<file path="src/rtl/sha256_msg_sched_if.sv">
// ---------------------------------------------------------------------------
// sha256_msg_sched_if
// Handshake bundle for the SHA-256 message-schedule generator.
//   in_valid_i / in_data_i / in_ready_o  : 32-bit load words, W[0] first
//   out_valid_o / out_data_o / out_idx_o / out_last_o / out_ready_i
//                                        : expanded schedule words W[0..63]
//   busy_o                               : block in progress
// The slave modport is the schedule generator; master is its partner.
// ---------------------------------------------------------------------------
interface sha256_msg_sched_if;
    logic        in_valid_i;
    logic [31:0] in_data_i;
    logic        in_ready_o;
    logic        out_valid_o;
    logic [31:0] out_data_o;
    logic [5:0]  out_idx_o;
    logic        out_last_o;
    logic        out_ready_i;
    logic        busy_o;

    modport slave (
        input  in_valid_i, in_data_i, out_ready_i,
        output in_ready_o, out_valid_o, out_data_o, out_idx_o, out_last_o, busy_o
    );

    modport master (
        output in_valid_i, in_data_i, out_ready_i,
        input  in_ready_o, out_valid_o, out_data_o, out_idx_o, out_last_o, busy_o
    );
endinterface

</file>
<file path="src/rtl/sha256_msg_sched.sv">
// ---------------------------------------------------------------------------
// sha256_msg_sched
// Streaming SHA-256 message-schedule generator. Loads one 512-bit block as
// 16 x 32-bit words, then emits W[0..63] one word per handshake, expanding
// W[16..63] in place inside a 16-entry circular buffer.
// Ports:
//   clk      : rising-edge clock
//   n_reset  : asynchronous active-low reset (LOAD, cnt = 0, buffer cleared)
//   abort_i  : synchronous abandon of the current block (buffer kept)
//   bus      : sha256_msg_sched_if.slave load/emit handshakes and busy flag
// Build option:
//   MSG_SCHED_STREAM_EN : pass W[0..15] straight through while loading and
//                         start emitting at t = 16 (combinational valid/ready).
// ---------------------------------------------------------------------------
module sha256_msg_sched (
    input  logic               clk,
    input  logic               n_reset,
    input  logic               abort_i,
    sha256_msg_sched_if.slave  bus
);

    typedef enum logic [0:0] {
        ST_LOAD = 1'b0,
        ST_EMIT = 1'b1
    } state_t;

`ifdef MSG_SCHED_STREAM_EN
    localparam logic [5:0] EMIT_START = 6'd16;
`else
    localparam logic [5:0] EMIT_START = 6'd0;
`endif

    // Small sigma functions, bit-identical to the core's SMS0/SMS1.
    function automatic logic [31:0] sig0(input logic [31:0] x);
        return {x[6:0], x[31:7]} ^ {x[17:0], x[31:18]} ^ (x >> 5'd3);
    endfunction

    function automatic logic [31:0] sig1(input logic [31:0] x);
        return {x[16:0], x[31:17]} ^ {x[18:0], x[31:19]} ^ (x >> 5'd10);
    endfunction

    state_t      state_r;
    state_t      state_nx_s;
    logic [5:0]  cnt_r;
    logic [5:0]  cnt_nx_s;
    logic [31:0] sched_buf_r [16];

    logic        buf_we_s;
    logic [31:0] buf_wdata_s;
    logic [3:0]  idx_m2_s;
    logic [3:0]  idx_m7_s;
    logic [3:0]  idx_m15_s;
    logic [31:0] sched_word_s;

    logic        in_ready_s;
    logic        out_valid_s;
    logic [31:0] out_data_s;
    logic [5:0]  out_idx_s;
    logic        out_last_s;
    logic        in_hs_s;
    logic        out_hs_s;

    // Expansion of W[t] from the window; W[t-16] sits in the slot being replaced.
    always_comb begin
        idx_m2_s     = cnt_r[3:0] - 4'd2;
        idx_m7_s     = cnt_r[3:0] - 4'd7;
        idx_m15_s    = cnt_r[3:0] - 4'd15;
        sched_word_s = sig1(sched_buf_r[idx_m2_s]) + sched_buf_r[idx_m7_s]
                     + sig0(sched_buf_r[idx_m15_s]) + sched_buf_r[cnt_r[3:0]];
    end

    // Handshake-side outputs; data/idx/last are forced to zero when not valid.
    always_comb begin
        in_ready_s  = 1'b0;
        out_valid_s = 1'b0;
        out_data_s  = 32'd0;
        out_idx_s   = 6'd0;
        out_last_s  = 1'b0;
        case (state_r)
            ST_LOAD: begin
`ifdef MSG_SCHED_STREAM_EN
                in_ready_s  = bus.out_ready_i;
                out_valid_s = bus.in_valid_i;
                if (bus.in_valid_i) begin
                    out_data_s = bus.in_data_i;
                    out_idx_s  = cnt_r;
                end else begin
                    out_data_s = 32'd0;
                    out_idx_s  = 6'd0;
                end
`else
                in_ready_s  = 1'b1;
`endif
            end
            ST_EMIT: begin
                out_valid_s = 1'b1;
                out_idx_s   = cnt_r;
                out_last_s  = (cnt_r == 6'd63);
                if (cnt_r < 6'd16) begin
                    out_data_s = sched_buf_r[cnt_r[3:0]];
                end else begin
                    out_data_s = sched_word_s;
                end
            end
            default: begin
                in_ready_s  = 1'b0;
                out_valid_s = 1'b0;
            end
        endcase
    end

    assign in_hs_s  = bus.in_valid_i & in_ready_s;
    assign out_hs_s = out_valid_s & bus.out_ready_i;

    // Next-state, counter and buffer-write decode; abort overrides any handshake.
    always_comb begin
        state_nx_s  = state_r;
        cnt_nx_s    = cnt_r;
        buf_we_s    = 1'b0;
        buf_wdata_s = 32'd0;
        if (abort_i) begin
            state_nx_s = ST_LOAD;
            cnt_nx_s   = 6'd0;
        end else begin
            case (state_r)
                ST_LOAD: begin
                    if (in_hs_s) begin
                        buf_we_s    = 1'b1;
                        buf_wdata_s = bus.in_data_i;
                        if (cnt_r == 6'd15) begin
                            state_nx_s = ST_EMIT;
                            cnt_nx_s   = EMIT_START;
                        end else begin
                            cnt_nx_s   = cnt_r + 6'd1;
                        end
                    end else begin
                        cnt_nx_s = cnt_r;
                    end
                end
                ST_EMIT: begin
                    if (out_hs_s) begin
                        if (cnt_r >= 6'd16) begin
                            buf_we_s    = 1'b1;
                            buf_wdata_s = sched_word_s;
                        end else begin
                            buf_we_s    = 1'b0;
                        end
                        if (cnt_r == 6'd63) begin
                            state_nx_s = ST_LOAD;
                            cnt_nx_s   = 6'd0;
                        end else begin
                            cnt_nx_s   = cnt_r + 6'd1;
                        end
                    end else begin
                        cnt_nx_s = cnt_r;
                    end
                end
                default: begin
                    state_nx_s = ST_LOAD;
                    cnt_nx_s   = 6'd0;
                end
            endcase
        end
    end

    // State and counter registers.
    always_ff @(posedge clk or negedge n_reset) begin
        if (!n_reset) begin
            state_r <= ST_LOAD;
            cnt_r   <= 6'd0;
        end else begin
            state_r <= state_nx_s;
            cnt_r   <= cnt_nx_s;
        end
    end

    // Circular window buffer; the write slot is always cnt[3:0].
    always_ff @(posedge clk or negedge n_reset) begin
        if (!n_reset) begin
            for (int i = 0; i < 16; i++) begin
                sched_buf_r[i] <= 32'd0;
            end
        end else if (buf_we_s) begin
            sched_buf_r[cnt_r[3:0]] <= buf_wdata_s;
        end
    end

    assign bus.in_ready_o  = in_ready_s;
    assign bus.out_valid_o = out_valid_s;
    assign bus.out_data_o  = out_data_s;
    assign bus.out_idx_o   = out_idx_s;
    assign bus.out_last_o  = out_last_s;
    assign bus.busy_o      = (state_r != ST_LOAD) || (cnt_r != 6'd0);

endmodule

</file>
<file path="src/flat_wrapper.sv">
// flat-port wrapper written by rule: the top's interface ports become plain ports
module sha256_msg_sched_flat 
  (clk, n_reset, abort_i, bus_in_valid_i, bus_in_data_i, bus_out_ready_i, bus_in_ready_o, bus_out_valid_o, bus_out_data_o, bus_out_idx_o, bus_out_last_o, bus_busy_o);
  sha256_msg_sched_if bus_i ();
  input  logic clk;
  input  logic n_reset;
  input  logic abort_i;
  input wire logic [$bits(bus_i.in_valid_i)-1:0] bus_in_valid_i;
  input wire logic [$bits(bus_i.in_data_i)-1:0] bus_in_data_i;
  input wire logic [$bits(bus_i.out_ready_i)-1:0] bus_out_ready_i;
  output wire logic [$bits(bus_i.in_ready_o)-1:0] bus_in_ready_o;
  output wire logic [$bits(bus_i.out_valid_o)-1:0] bus_out_valid_o;
  output wire logic [$bits(bus_i.out_data_o)-1:0] bus_out_data_o;
  output wire logic [$bits(bus_i.out_idx_o)-1:0] bus_out_idx_o;
  output wire logic [$bits(bus_i.out_last_o)-1:0] bus_out_last_o;
  output wire logic [$bits(bus_i.busy_o)-1:0] bus_busy_o;
  assign bus_i.in_valid_i = bus_in_valid_i;
  assign bus_i.in_data_i = bus_in_data_i;
  assign bus_i.out_ready_i = bus_out_ready_i;
  assign bus_in_ready_o = bus_i.in_ready_o;
  assign bus_out_valid_o = bus_i.out_valid_o;
  assign bus_out_data_o = bus_i.out_data_o;
  assign bus_out_idx_o = bus_i.out_idx_o;
  assign bus_out_last_o = bus_i.out_last_o;
  assign bus_busy_o = bus_i.busy_o;
  sha256_msg_sched u_core (.clk(clk), .n_reset(n_reset), .abort_i(abort_i), .bus(bus_i));
endmodule
</file>
<file path="config.mk">
export PLATFORM = sky130hd
export DESIGN_NAME = sha256_msg_sched_flat
export DESIGN_NICKNAME = d
export VERILOG_FILES = /design/src/rtl/sha256_msg_sched_if.sv /design/src/rtl/sha256_msg_sched.sv /design/src/flat_wrapper.sv
export SDC_FILE = /design/constraint.sdc
export NUM_CORES = 2
export LEC_CHECK = 0
export BUFFER_PORTS_ARGS = -buffer_cell sky130_fd_sc_hd__buf_2
export CORE_MARGIN = 10
export CORE_UTILIZATION = 50
export CTS_BUF_LIST = sky130_fd_sc_hd__clkbuf_4 sky130_fd_sc_hd__clkbuf_8 sky130_fd_sc_hd__clkbuf_16
export DETAILED_ROUTE_END_ITERATION = 8
export PLACE_DENSITY = 0.74
export SKIP_LAST_GASP = 1
export SYNTH_ARGS = -nofsm -noshare
export SYNTH_HDL_FRONTEND = slang
export SYNTH_SLANG_ARGS = --single-unit
</file>
<file path="constraint.sdc">
create_clock -name clk -period 12.3 [get_ports clk]
set_clock_uncertainty 0.2 [all_clocks]
set_input_delay 2.46 -clock clk [delete_from_list [all_inputs] [get_ports clk]]
set_output_delay 2.46 -clock clk [all_outputs]
set_load 0.005 [all_outputs]
</file>
* After elaboration in Yosys (flattened, before gate mapping)
Index checks and enable logic that the tools add are counted.
** Word-level totals
- Latch bits :: 0
- Memories kept :: 0
- Memory bits (writable) :: 0
- Logic and storage cells :: 94
- Bits in read-only memories :: 0
- Input bits :: 37
- Output and inout port bits :: 42
- Register bits :: 519
** Operators by class
- Shifts and indexed selects :: 0
- Bitwise gates (word level) :: 11
- Divide/modulo/power cells :: 0
- Add/subtract/negate cells :: 7
- Reduce and logical (&&, ||, !) cells :: 4
- Muxes and demuxes :: 43
- Equality and inequality tests :: 4
- Multipliers :: 0
- $lt $le $gt $ge :: 7
** Operators by type and width (number)
- binary-select mux 32 bit (select 4 bit) :: 4
- bitwise mux 512 bit :: 1
- 2-to-1 mux 32 bit :: 15
- demux 32 bit (select 4 bit) :: 1
- adder 32 bit :: 3
- case mux 32 bit (2 select lines) :: 1
- XOR 32 bit :: 2
- 2-to-1 mux 6 bit :: 6
- XOR 32 x 22 -> 32 bit :: 1
- XOR 32 x 29 -> 32 bit :: 1
- greater-or-equal comparator 5 bit (second input constant) :: 4
- NOT 4 -> 5 bit :: 4
- 2-to-1 mux 1 bit :: 12
- case mux 6 bit (2 select lines) :: 1
- adder 6 x 1 -> 6 bit (second input constant) :: 1
- equality test 6 x 4 -> 1 bit (second input constant) :: 1
- equality test 6 bit (second input constant) :: 1
- greater-or-equal comparator 6 x 5 -> 1 bit (second input constant) :: 1
- < comparator 6 x 5 -> 1 bit (second input constant) :: 1
- nonzero test 6 bit :: 1
- < comparator 5 x 1 -> 1 bit (second input constant) :: 1
- case mux 1 bit (2 select lines) :: 2
- subtractor 4 x 2 -> 4 bit (second input constant) :: 1
- subtractor 4 x 3 -> 4 bit (second input constant) :: 1
- other kinds (8) :: 9

* Longest topological paths before layout
- Word-level depth :: 15
- Gate-level depth with buffers :: 33
- Mapped depth without buffers :: 22

* Worst setup path before layout
OpenSTA, ideal clock, no wires.
- Path kind :: register to output
- Start :: register u_core.cnt_r[0]
- End :: output bus_out_data_o[29]
- Cell stages (with the launch flop) :: 33
- Setup slack :: 1.322 ns
- Required time :: 9.640 ns
- Arrival time :: 8.318 ns
- Buffers on the path :: 11
- Cell sequence :: dfrtp_1 buf_4 buf_2 buf_2 buf_2 buf_2 buf_2 inv_1 ha_1 buf_6 buf_2 buf_1 clkbuf_1 clkbuf_1 mux4_2 mux4_2 xnor2_1 fa_1 inv_1 fa_1 inv_1 ha_1 inv_1 fa_1 nor2b_1 o31a_1 o311a_1 a221o_1 a21o_1 a21oi_1 mux2i_1 nand3_1 a21oi_1
** On the way
- Word-level cells in the longest chain between the ends :: 12
- Elaborated cells between the ends (all ways) :: 29
- Classes of those cells :: add/sub (6); order compare (1); mux (14); bitwise (8)
** RTL lines
- start: declaration :: RTL line sha256_msg_sched.sv:44 : logic [5:0] cnt_r;
- start signal: assignment :: RTL line sha256_msg_sched.sv:173 : cnt_r <= cnt_nx_s;
- subtractor 4 x 2 -> 4 bit :: RTL line sha256_msg_sched.sv:65 : idx_m2_s = cnt_r[3:0] - 4'd2;
- NOT 4 -> 5 bit (not written as such) :: RTL line sha256_msg_sched.sv:68 : sched_word_s = sig1(sched_buf_r[idx_m2_s]) + sched_buf_r[idx_m7_s]
- binary-select mux 32 bit (select 4 bit) :: RTL line sha256_msg_sched.sv:68
- 2-to-1 mux 32 bit (not written as such) (2 in series) :: RTL line sha256_msg_sched.sv:68
- XOR 32 bit :: RTL line sha256_msg_sched.sv:39 : return {x[16:0], x[31:17]} ^ {x[18:0], x[31:19]} ^ (x >> 5'd10);
- XOR 32 x 22 -> 32 bit :: RTL line sha256_msg_sched.sv:39
- adder 32 bit :: RTL line sha256_msg_sched.sv:68
- adder 32 bit (2 in series) :: RTL line sha256_msg_sched.sv:69 : + sig0(sched_buf_r[idx_m15_s]) + sched_buf_r[cnt_r[3:0]];
- 2-to-1 mux 32 bit * :: RTL line sha256_msg_sched.sv:99 : if (cnt_r < 6'd16) begin
- 2-to-1 mux 32 bit * :: RTL line sha256_msg_sched.sv:79 : case (state_r)
- end: declaration :: RTL line flat_wrapper.sv:13 : output wire logic [$bits(bus_i.out_data_o)-1:0] bus_out_data_o;
Every way passes the cells marked *; elsewhere a longest branch is shown, timed or not. The select of a mux whose other input is x is not followed.

* Worst setup path after layout
- Start :: register u_core.cnt_r[0]
- End :: output bus_out_data_o[21]
Same word-level chain as after synthesis.

==> flow_summary.json <==
{
  "cts.clk_slew.worst_paths_ns": 0.06,
  "p_per_area_nw_per_um2": 172,
  "yosys_warnings": 0,
  "drtIter0Drc": 3853,
  "antenna_left": 0,
  "cpPeakStageDelay_ns": 0.89,
  "path_cells": "inv_1 -> ha_4 -> buf_12 -> mux4_2 -> mux4_2 -> xnor2_1 -> xnor2_1 -> fa_1 -> inv_1 -> fa_1 -> inv_1 -> ha_1 -> nor2b_1 -> o31a_1 -> o311a_1 -> a221o_1 -> a31oi_1 -> o21bai_1 -> xor2_1 -> nand2_1 -> a21oi_1 -> buf_2",
  "drc": 0,
  "synth_compound_area_share_pct": 10.8,
  "finalCritPeriodShare_pct": 91.1,
  "grt_pass1_wl_um": 175000,
  "cpMaxStageDelayCell": "dfrtp_4",
  "first_global_vias": 27200,
  "cts-root-buf": "clkbuf_16",
  "outcome": "complete, no violations",
  "ctsResizeCount": 0,
  "grt-ovfl-total": 0,
  "yosys.area_share.simple_pct": 8.09,
  "synth_edf_count": 0,
  "synth_top_family_by_area": "multiplexers",
  "maxCapViolCount": 0,
  "cts_buffers": 57,
  "synth_cell_types": 60,
  "critPathLaunch": "u_core.cnt_r[0]",
  "drt-total-wl_um": 116000,
  "die_width_um": 288,
  "tns_ns": 0,
  "ys_seq_area_share_pct": 36.2,
  "place_congestion": 0.996,
  "cts.sinks": 519,
  "post_synth_mux_area_share_pct": 32.2,
  "ys_top_cells_by_count": "nand2_1 (527), dfrtp_1 (519), mux4_2 (500)",
  "first_pass_iters": 6,
  "synthFlopType": "dfrtp_1",
  "crit_path_frequent_cell": "inv_1",
  "setup_slack_ns": 1.10,
  "synth.cell_area_sq_um": 35900,
  "leakage_nw": 15.7,
  "io_pins": 79,
  "io_buffers": 78,
  "instances_no_fill": 4016,
  "min_path_type": "register to register",
  "worst-path-buf-inv": 5,
  "critical_path.startpoint_type": "register",
  "die_h_um": 288,
  "fill_cells": 5934,
  "syn_inst": 3102,
  "maxSlewHeadroom_pct": 12.3,
  "start_util_pct": 50.3,
  "fin_crit_ns": 11.20,
  "clock.fmax_mhz": 89.3,
  "finalHoldViolCount": 0,
  "synth_nets": 3238,
  "ys_seq_elements": 519,
  "tightest_slew_ns": 1.31,
  "crit_fanout": 45,
  "placed_cells": 3912,
  "htree_levels": 2,
  "wl_per_cell_um": 28.9,
  "cts_buffer_depth": 3,
  "endpoint_kind": "primary output",
  "worstPathRequired_ns": 9.64,
  "avgSynthCellArea_sq_um": 11.6,
  "post-place-ws_ns": 1.85,
  "yosys-top-cells-area": "dfrtp_1 (36%), mux4_2 (31%), o21ai_0 (6.4%), nand2_1 (5.5%), fa_1 (3.5%)",
  "place_hpwl_um": 77900,
  "antenna_found_initial": 3,
  "area_delta_synth_final_pct": 8.77,
  "setup_violations": 0,
  "synth-adder-area-share_pct": 4.74,
  "drive_gt1_share_pct": 26.1,
  "path_class": "register to primary output",
  "holdWs_ns": 0.322,
  "crit_family": "compound AO/OA/AOI/OAI gates",
  "cts_tree": "yes",
  "finalMaxSlewViolations": 0,
  "core_area_sq_um": 71400,
  "async_flop_share_pct": 100,
  "min-delay-start": "u_core.sched_buf_r[105]",
  "synth-xor-area-share_pct": 3.70,
  "cts.hold.buffers_added": 0,
  "layout.nets": 3157,
  "grt_setup_unrepaired": "false",
  "r2r_start": "u_core.cnt_r[0]",
  "synth_top_area_share_pct": 36.2,
  "cp_data_arrival_time_ns": 8.54,
  "fp-row-count": 98,
  "grt_max_degree": 166,
  "yosysMostFrequentCell": "nand2_1",
  "post_cts_buffers": 0,
  "ir_worst_vdd_v": 0.000133,
  "diodes": 0,
  "track_usage_pct": 28.0,
  "via_per_inst": 6.97,
  "routed-via-count": 28000,
  "die_area_sq_um": 83000,
  "yosys.area.top_type": "dfrtp_1",
  "clock_latency_ns": 0.67
}
per-layer routing:
layer  track usage, %  routed length, um  vias to the layer above
met5                0                 38                        -
met1             36.3              41500                    14200
met3             8.52              15000                      408
li1                 -                  -                    11300
met4             14.7               7140                        6
met2             42.0              52500                     2121
kinds of logic (layout without fill, tap and decap cells):
| logic type | Yosys count | in the layout |
|---|---|---|
| AOI/OAI and AO/OA | 705 | 705 |
| xor gates and xnor gates | 148 | 148 |
| adders and majority gates | 99 | 99 |
| buffers and inverters | 389 | 353 |
| DFF | 519 | 519 |
| muxes | 515 | 515 |
| and+or+nand+nor | 727 | 727 |
worst min-delay path, delay by kind of cell, from the launching register on:
kind / cells / cell delay, ns
and+or+nand+nor: 1 / 0.05
AOI/OAI and AO/OA: 1 / 0.06
DFF: 1 / 0.37
cell usage in the layout, fill, tap and decap left out, types with 9 or more instances in the layout:
cell type,synthesis,routed
nand2_1,527,527
dfrtp_1,519,515
mux4_2,500,500
o21ai_0,462,462
xnor2_1,122,122
nor2_1,118,117
a21oi_1,117,117
inv_1,107,107
buf_2,46,77
fa_1,62,62
clkbuf_16,0,57
buf_4,1,56
ha_1,37,35
a22oi_1,28,28
xor2_1,23,21
a31oi_1,19,19
a21o_1,19,19
or2_2,14,14
nand4_1,12,12
nand3_2,0,12
clkbuf_4,0,12
clkinv_2,0,12
mux4_1,10,10
a21oi_2,10,10
a211oi_1,9,9
and3_1,9,9
path summary, 6_finish.rpt:
| path | end | slack (ns) | depth (start not counted) |
|---|---|---|---|
| setup / recovery | bus_out_data_o[21] | 1.10 | 22 |
| setup reg to reg | u_core.sched_buf_r[383] | 3.46 | 21 |
| max in group asynchronous | u_core.cnt_r[0] | 7.98 | 3 |
| min in group asynchronous | u_core.sched_buf_r[429] | 1.59 | 1 |
| hold / removal | u_core.sched_buf_r[105] | 0.32 | 2 |
| hold reg to reg | u_core.sched_buf_r[105] | 0.32 | 2 |
per-stage QoR:
step	cell area (sq um)	total power, W	utilization [%]
global route	39100	0.00704	54.8
finish	39100	0.00672	54.8
detailed placement	37100	0.00485	52.0
global placement	37100	0.00481	52.0
floorplan	35900	0.00408	-
CTS	39100	0.00666	54.8
where the power goes:
part	leakage, nW	internal (W)	switching (W)
clock	0.971	0.00105	0.000760
sequential	7.14	0.00185	0.000178
combinational	7.55	0.00119	0.00170
total	15.7	0.00409	0.00264
final cells by class:
type | instances | area (sq um) | area share (%)
repair buffers | 142 | 981 | 2.51
inverters | 107 | 402 | 1.03
clock buffers | 75 | 1600 | 4.09
multi-input cells | 2194 | 21500 | 55.1
clock inverters | 29 | 369 | 0.945
well taps | 950 | 1190 | 3.04
flip-flops and latches | 519 | 13000 | 33.3
flip-flops by register name, indices dropped and copies added, names as in the netlist:
name and count:
u_core.cnt_r 6, u_core.sched_buf_r 512, u_core.state_r 1
No activity file was read; power rests on OpenSTA's default activity.
